`src/rtl/edc_scrub_arbiter.sv`:
```
// edc_scrub_arbiter
//   Arbiter placed directly upstream of the EDC memory. Host Wishbone
//   accesses are forwarded one at a time; while the bus is idle a background
//   scrubber reads each line and writes the corrected data back, which
//   regenerates ECC and clears latent single-bit errors. Errors seen by the
//   scrubber are counted (saturating).
//
// Ports
//   i_clk, i_rst            clock, asynchronous active-high reset
//   i_mem_ctrl              0: 128MB (limit 0x07FF_FFFF), 1: 32MB (limit 0x01FF_FFFF)
//   i_scrub_en              enable background scrubbing
//   i_wb_*, o_wb_*          host-side Wishbone slave (classic, 1-cycle ack/err pulse)
//   o_edc_*, i_edc_*        Wishbone master towards the EDC memory
//   o_scrub_adr             next address to scrub
//   o_scrub_pass            1-cycle pulse when the scrub pointer wraps to SCRUB_BASE
//   o_ue_count              saturating count of scrub errors
//
// Optional feature (macro EDC_SCRUB_LOG_EN)
//   Adds o_ue_adr (last failing scrub address), o_ue_valid (sticky) and
//   i_ue_clr (clears o_ue_valid; a simultaneous scrub error wins).

module edc_scrub_arbiter #(
  parameter int unsigned WB_DWIDTH      = 128,
  parameter int unsigned WB_SWIDTH      = 16,
  parameter int unsigned SCRUB_INTERVAL = 1024,
  parameter logic [31:0] SCRUB_BASE     = 32'h0000_0000
) (
  input  logic                 i_clk,
  input  logic                 i_rst,
  input  logic                 i_mem_ctrl,
  input  logic                 i_scrub_en,
  input  logic [31:0]          i_wb_adr,
  input  logic [WB_SWIDTH-1:0] i_wb_sel,
  input  logic                 i_wb_we,
  input  logic [WB_DWIDTH-1:0] i_wb_dat,
  output logic [WB_DWIDTH-1:0] o_wb_dat,
  input  logic                 i_wb_cyc,
  input  logic                 i_wb_stb,
  output logic                 o_wb_ack,
  output logic                 o_wb_err,
  output logic [31:0]          o_edc_adr,
  output logic [WB_SWIDTH-1:0] o_edc_sel,
  output logic                 o_edc_we,
  output logic [WB_DWIDTH-1:0] o_edc_dat,
  output logic                 o_edc_cyc,
  output logic                 o_edc_stb,
  input  logic [WB_DWIDTH-1:0] i_edc_dat,
  input  logic                 i_edc_ack,
  input  logic                 i_edc_err,
  output logic [31:0]          o_scrub_adr,
  output logic                 o_scrub_pass,
  output logic [15:0]          o_ue_count
`ifdef EDC_SCRUB_LOG_EN
  ,
  output logic [31:0]          o_ue_adr,
  output logic                 o_ue_valid,
  input  logic                 i_ue_clr
`endif
);

  localparam int unsigned STEP       = WB_DWIDTH / 8;
  localparam int unsigned CNT_W      = $clog2(SCRUB_INTERVAL);
  localparam logic [CNT_W-1:0] CNT_LAST = CNT_W'(SCRUB_INTERVAL - 1);
  localparam logic [31:0] STEP_INC   = 32'(STEP);
  localparam logic [31:0] STEP_MASK  = ~(STEP_INC - 32'd1);
  localparam logic [31:0] LIMIT_128M = 32'h07FF_FFFF;
  localparam logic [31:0] LIMIT_32M  = 32'h01FF_FFFF;

  typedef enum logic [1:0] {
    ST_IDLE,
    ST_HOST,
    ST_SCRUB_RD,
    ST_SCRUB_WR
  } state_t;

  state_t           state;
  logic [CNT_W-1:0] idle_cnt;
  logic             host_pend;
  logic             host_err_q;

  logic [31:0] last_adr_c;
  logic        wrap_c;
  logic [31:0] next_ptr_c;
  logic        host_req_c;
  logic        scrub_err_c;
  logic        scrub_adv_c;
  logic [15:0] ue_inc_c;

  // Last step-aligned line inside the selected memory size.
  assign last_adr_c  = (i_mem_ctrl ? LIMIT_32M : LIMIT_128M) & STEP_MASK;
  // '>=' so a pointer left above a freshly reduced limit wraps on its next advance.
  assign wrap_c      = (o_scrub_adr >= last_adr_c);
  assign next_ptr_c  = wrap_c ? SCRUB_BASE : (o_scrub_adr + STEP_INC);
  // Ack/err guard keeps the just-completed access from being accepted twice.
  assign host_req_c  = i_wb_cyc && i_wb_stb && !o_wb_ack && !o_wb_err;
  assign scrub_err_c = ((state == ST_SCRUB_RD) || (state == ST_SCRUB_WR)) && i_edc_err;
  assign scrub_adv_c = ((state == ST_SCRUB_RD) && i_edc_err) ||
                       ((state == ST_SCRUB_WR) && (i_edc_ack || i_edc_err));
  assign ue_inc_c    = (o_ue_count == 16'hFFFF) ? o_ue_count : (o_ue_count + 16'd1);

  // Arbitration / scrub FSM with registered outputs.
  always_ff @(posedge i_clk or posedge i_rst) begin
    if (i_rst) begin
      state        <= ST_IDLE;
      idle_cnt     <= '0;
      host_pend    <= 1'b0;
      host_err_q   <= 1'b0;
      o_wb_dat     <= '0;
      o_wb_ack     <= 1'b0;
      o_wb_err     <= 1'b0;
      o_edc_adr    <= '0;
      o_edc_sel    <= '0;
      o_edc_we     <= 1'b0;
      o_edc_dat    <= '0;
      o_edc_cyc    <= 1'b0;
      o_edc_stb    <= 1'b0;
      o_scrub_adr  <= SCRUB_BASE;
      o_scrub_pass <= 1'b0;
      o_ue_count   <= '0;
    end else begin
      o_wb_ack     <= 1'b0;
      o_wb_err     <= 1'b0;
      o_scrub_pass <= 1'b0;

      if (scrub_err_c) begin
        o_ue_count <= ue_inc_c;
      end
      if (scrub_adv_c) begin
        o_scrub_adr  <= next_ptr_c;
        o_scrub_pass <= wrap_c;
      end

      case (state)
        ST_IDLE: begin
          if (host_req_c) begin
            o_edc_adr <= i_wb_adr;
            o_edc_sel <= i_wb_sel;
            o_edc_we  <= i_wb_we;
            o_edc_dat <= i_wb_dat;
            o_edc_cyc <= 1'b1;
            o_edc_stb <= 1'b1;
            idle_cnt  <= '0;
            state     <= ST_HOST;
          end else if (i_scrub_en) begin
            if (idle_cnt == CNT_LAST) begin
              o_edc_adr <= o_scrub_adr;
              o_edc_sel <= '1;
              o_edc_we  <= 1'b0;
              o_edc_cyc <= 1'b1;
              o_edc_stb <= 1'b1;
              idle_cnt  <= '0;
              state     <= ST_SCRUB_RD;
            end else begin
              idle_cnt <= idle_cnt + CNT_W'(1);
            end
          end else begin
            idle_cnt <= '0;
          end
        end

        // Two phases: capture the EDC response, then pulse ack/err to the host.
        ST_HOST: begin
          if (host_pend) begin
            o_wb_ack  <= !host_err_q;
            o_wb_err  <= host_err_q;
            host_pend <= 1'b0;
            state     <= ST_IDLE;
          end else if (i_edc_ack || i_edc_err) begin
            o_edc_cyc  <= 1'b0;
            o_edc_stb  <= 1'b0;
            o_wb_dat   <= i_edc_dat;
            host_err_q <= i_edc_err;
            host_pend  <= 1'b1;
          end
        end

        // A failed read is never written back.
        ST_SCRUB_RD: begin
          if (i_edc_err) begin
            o_edc_cyc <= 1'b0;
            o_edc_stb <= 1'b0;
            state     <= ST_IDLE;
          end else if (i_edc_ack) begin
            o_edc_dat <= i_edc_dat;
            o_edc_we  <= 1'b1;
            state     <= ST_SCRUB_WR;
          end
        end

        ST_SCRUB_WR: begin
          if (i_edc_ack || i_edc_err) begin
            o_edc_cyc <= 1'b0;
            o_edc_stb <= 1'b0;
            state     <= ST_IDLE;
          end
        end

        default: state <= ST_IDLE;
      endcase
    end
  end

`ifdef EDC_SCRUB_LOG_EN
  // Failing-address log; an error in the same cycle as a clear keeps valid set.
  always_ff @(posedge i_clk or posedge i_rst) begin
    if (i_rst) begin
      o_ue_adr   <= '0;
      o_ue_valid <= 1'b0;
    end else if (scrub_err_c) begin
      o_ue_adr   <= o_scrub_adr;
      o_ue_valid <= 1'b1;
    end else if (i_ue_clr) begin
      o_ue_valid <= 1'b0;
    end
  end
`endif

endmodule

```
`config.mk`:
```
export PLATFORM = sky130hd
export DESIGN_NAME = edc_scrub_arbiter
export DESIGN_NICKNAME = d
export VERILOG_FILES = /design/src/rtl/edc_scrub_arbiter.sv
export SDC_FILE = /design/constraint.sdc
export NUM_CORES = 1
export LEC_CHECK = 0
export BUFFER_PORTS_ARGS = -buffer_cell sky130_fd_sc_hd__buf_2
export CAP_MARGIN = 40
export CORE_AREA = 2 2 258 260
export DETAILED_ROUTE_END_ITERATION = 10
export DIE_AREA = 0 0 260 262
export PLACE_DENSITY = 0.55
export REMOVE_ABC_BUFFERS = 1
export SLEW_MARGIN = 30
export SYNTH_ARGS = -nofsm -noshare
export SYNTH_HDL_FRONTEND = slang
export SYNTH_SLANG_ARGS = --single-unit
```
`constraint.sdc`:
```
create_clock -name i_clk -period 35.5 [get_ports i_clk]
set_input_delay 5.325 -clock i_clk [delete_from_list [all_inputs] [get_ports i_clk]]
set_output_delay 5.325 -clock i_clk [all_outputs]
set_load 0.01 [all_outputs]
```
==> impl.org <==
** Status
- The flow ran to the end, and the final reports show no timing, DRC or antenna violations.

** Floorplan
- The floorplan step defined a die boundary enclosing around 70000 um^2.
- The floorplan step set the die width to 260 um.
- The floorplan step set the die height to 262 um.
- The initialized floorplan defines 94 standard-cell rows.
- The core region is approximately 65000 um^2.
- Total I/O pin count :: about 670
- The initial utilization of the core area, before any placement, comes to 0.244.

** Yosys
- The synthesized design contains about 370 register bits.
- Number of standard cells after synthesis :: ~1400
- The synthesized netlist contains 57 unique library cells.
- Share of synthesized flip-flops with an asynchronous set or reset :: 1.00
- Mean area per synthesized cell :: around 12 um^2
- Ys flop type :: sky130_fd_sc_hd__dfrtp_1
- By area the synthesized netlist is led by sky130_fd_sc_hd__dfrtp_1 (58%), sky130_fd_sc_hd__mux2i_1 (9.6%), sky130_fd_sc_hd__mux2_2 (9.3%), sky130_fd_sc_hd__a21oi_1 (4.7%), sky130_fd_sc_hd__nor2_1 (4.0%).
- Number of enable flip-flop cells after synthesis :: 0
- The share of the Yosys chip area taken by registers is 0.577.
- Top cell type's share of synthesized area :: 0.577
- Yosys printed 0 warnings.
- Cell area after technology mapping :: ~16000 um^2
- Cell type with the highest aggregate area in the netlist :: sky130_fd_sc_hd__dfrtp_1

** Clock network
- Clock transition at the registers of the reported paths :: ~0.060 ns
- Root buf cell :: sky130_fd_sc_hd__clkbuf_16
- Clock Sinks :: 367
- Total clock buffers created by CTS :: 42
- Buffers added to address setup during post-CTS repair amount to 0.
- TritonCTS clock tree :: done
- Post-CTS Resized :: 0
- The clock passes through at most 3 buffers.
- Hold repair after CTS inserted 0 buffers.
- The later pin in the worst-skew pair is clocked with a latency of between 0.5 and 0.6 ns.
- H-Tree Level Count :: 2

** STA
- Setup repair after global routing missed its margin :: no
- Counting I/O delays and the setup requirement, the final critical path takes 7.77 ns.
- Post-route clock period utilization :: 0.219
- Final worst slack :: 27.73 ns
- Summed negative setup slack over all endpoints :: 0 ns
- Setup violations remaining at the end of the flow were counted as 0.
- Fmax :: about 130 MHz
- Number of hold-slack violations in the final timing report :: 0
- Slew headroom :: 0.546
- Worst-Margin Slew :: 0.680 ns
- Max-slew violation count :: 0
- Between clock sinks in the finished design, the worst skew comes to 0.00968 ns.

** Layout
- Share of layout cells above drive strength 1 :: 0.443
- Growth of design area from synthesis to finish :: 37.0%
- After filler insertion, the fill cell instance count of the layout stands at 6663.
- Commonest non-fill, non-tap cell in the layout :: sky130_fd_sc_hd__buf_2
- Net count, final :: around 2300
- Most frequent cells in the layout :: sky130_fd_sc_hd__buf_2 (666), sky130_fd_sc_hd__dfrtp_1 (367), sky130_fd_sc_hd__nor2_1 (170), sky130_fd_sc_hd__mux2i_1 (152), sky130_fd_sc_hd__a21oi_1 (148)

** Worst setup path
- For this run, the slowest stage of the critical path takes around 0.64 ns.
- The critical path crosses 10 cells after its start point.
- At the worst endpoint, the required time is 35.96 ns.
- Walking the worst path, the cells encountered are buf_2, nand4bb_2, buf_4, o21a_1, nor2_4, buf_4, buf_4, buf_16, nor2_1, a21oi_1.
- The worst setup path is of the primary input to register kind.
- The worst setup path is launched from a primary input.
- Worst path slowest cell :: sky130_fd_sc_hd__buf_4
- Worst-path maximum fanout :: a little under 80
- Library cell appearing most often on the critical path :: sky130_fd_sc_hd__buf_4
- R2r worst-path depth :: 8
- The worst setup path is captured at a register.
- Crit path arrival time :: 8.24 ns
- Buf/Inv on CP :: 5
- The cell family contributing the most delay on the critical path is buffers and inverters.

** GRT
- Sum of overflow across all layers after global routing :: 0
- The initial antenna violation count was 1.
- Across every metal layer, demand over resource in global routing totals 0.152.
- Entering global routing, the biggest net connects 109 pins.
- The first global-routing pass estimated 80100 um of wire.
- Via count of the first global-routing pass :: 13500

** Hold path
- Hold Path Cell Cnt :: 2
- Class of the most critical hold timing path :: register to register

** Pwr
- Maximum resistive drop on vdd :: approximately 0.035 mV
- Static Leak :: 10.1 nW
- Power density of the placed cells :: 80.0 nW/um^2
- Total power for the finished layout comes to 1.74 mW.

** Routing
- The detailed router placed 13300 vias in this run.
- Average wire length per cell after detail routing :: 18.8 um
- Post-detailed-route DRC marker count :: 0
- Number of DRC violations after detailed-routing iteration 0 :: 773
- Dividing the detail-routed via count by the number of cells gives between 4 and 5.
- Number of nets with antenna violations after detailed routing :: 0
- 1st-pass router iterations :: 7
- Routed WL :: 55000 um

** Flow run
- Max_cap viols :: 0

** Placement
- Estimated wirelength of the detail-placed design :: 42300 um
- At the end of routability-driven placement, the weighted congestion stood at 0.845.
- OpenSTA, run right after detailed placement, puts the worst setup slack at approximately 27 ns.
- Number of I/O port buffers :: 666
-- worst paths after layout --
| path | startpoint | endpoint | slack [ns] |
|---|---|---|---|
| worst max-delay path | i_wb_cyc | o_edc_dat[29] | 27.73 |
| worst min-delay path | o_edc_adr[7] | o_edc_adr[7] | 0.48 |
| worst max register to register | state[1] | o_edc_dat[112] | 31.92 |
| worst min register to register | o_edc_adr[7] | o_edc_adr[7] | 0.48 |
| max in group asynchronous | i_rst | o_edc_adr[13] | 28.77 |
| min in group asynchronous | i_rst | o_edc_dat[57] | 4.70 |
-- sequential cells by signal (all words and copies together) (netlist names) --
name and count:
o_wb_err 1, idle_cnt 10, o_wb_dat 128, o_edc_cyc 1, host_pend 1, o_edc_adr 32, o_ue_count 16, host_err_q 1
state 2, o_scrub_pass 1, o_scrub_adr 28, o_edc_sel 16, o_edc_we 1, o_edc_dat 128, o_wb_ack 1
-- area by class of cell --
cell class	count	area [um^2]	share of cell area
multi-input combinational	913	6350	0.291
clock inverter	10	114	0.00522
timing repair buffer	692	3710	0.170
inverter	10	45.0	0.00206
clock buffer	67	1330	0.0609
sequential	367	9180	0.421
tap	864	1080	0.0495
antenna	2	5.00	0.000229
-- worst register-to-register path: cells and delay by family, from the launching register on --
kind	cells	cell delay, ns
AOI/OAI and AO/OA	1	0.11
buffers and inverters	5	1.67
DFF	1	0.69
muxes	1	0.33
and+or+nand+nor	1	0.63
-- synth_stat cells, types with 4 or more instances --
cell,number
sky130_fd_sc_hd__inv_1,10
sky130_fd_sc_hd__xnor2_1,9
sky130_fd_sc_hd__nor2_1,171
sky130_fd_sc_hd__and3_1,12
sky130_fd_sc_hd__buf_4,5
sky130_fd_sc_hd__a21o_1,6
sky130_fd_sc_hd__mux2i_1,152
sky130_fd_sc_hd__nor3_1,9
sky130_fd_sc_hd__and2_1,4
sky130_fd_sc_hd__o21ai_0,48
sky130_fd_sc_hd__mux2_2,132
sky130_fd_sc_hd__xor2_1,5
sky130_fd_sc_hd__nand4_1,8
sky130_fd_sc_hd__ha_1,5
sky130_fd_sc_hd__a22o_1,11
sky130_fd_sc_hd__o22a_1,16
sky130_fd_sc_hd__a31oi_1,10
sky130_fd_sc_hd__nor2b_1,4
sky130_fd_sc_hd__nand2_1,75
sky130_fd_sc_hd__clkbuf_1,31
sky130_fd_sc_hd__buf_2,46
sky130_fd_sc_hd__nand3_1,28
sky130_fd_sc_hd__nor4_1,7
sky130_fd_sc_hd__dfrtp_1,367
sky130_fd_sc_hd__a21oi_1,148
-- stage by stage --
| stage | utilization | hold slack (ns) | cell area (um^2) | cells |
|---|---|---|---|---|
| 4_1_cts | 0.332 | 0.483 | 21700 | 2919 |
| 3_5_place_dp | 0.310 | 0.468 | 20300 | 2842 |
| 5_1_grt | 0.334 | 0.497 | 21800 | 2923 |
| 3_3_place_gp | 0.308 | 0.461 | 20100 | 2835 |
| 6_report | 0.334 | 0.476 | 21800 | 2925 |
| 2_1_floorplan | - | 0.432 | 15500 | 1290 |
-- where the power goes --
group	total, mW	switching, mW	internal [mW]
clock	0.450	0.179	0.271
combinational	0.605	0.337	0.269
sequential	0.690	0.0983	0.591
-- layer usage --
layer	global-route usage	vias to the layer above	share of wire
li1	-	6180	-
met1	0.173	6542	0.38
met2	0.277	488	0.52
met3	0.0370	82	0.070
met4	0.0541	0	0.033
met5	0	-	0
-- cells by family (layout without fill, tap and decap cells) --
family | count (synthesis) | after routing | share of synthesized area
flops | 367 | 367 | 0.577
buf+inv | 96 | 779 | 0.0284
other cells | 1 | 6 | 0.000235
simple gates | 342 | 342 | 0.0974
fa+ha+maj | 5 | 5 | 0.00393
mux | 284 | 284 | 0.189
xor+xnor | 14 | 14 | 0.00770
compound gates | 264 | 264 | 0.0967
Note: power is estimated with default switching activity, not from simulation.
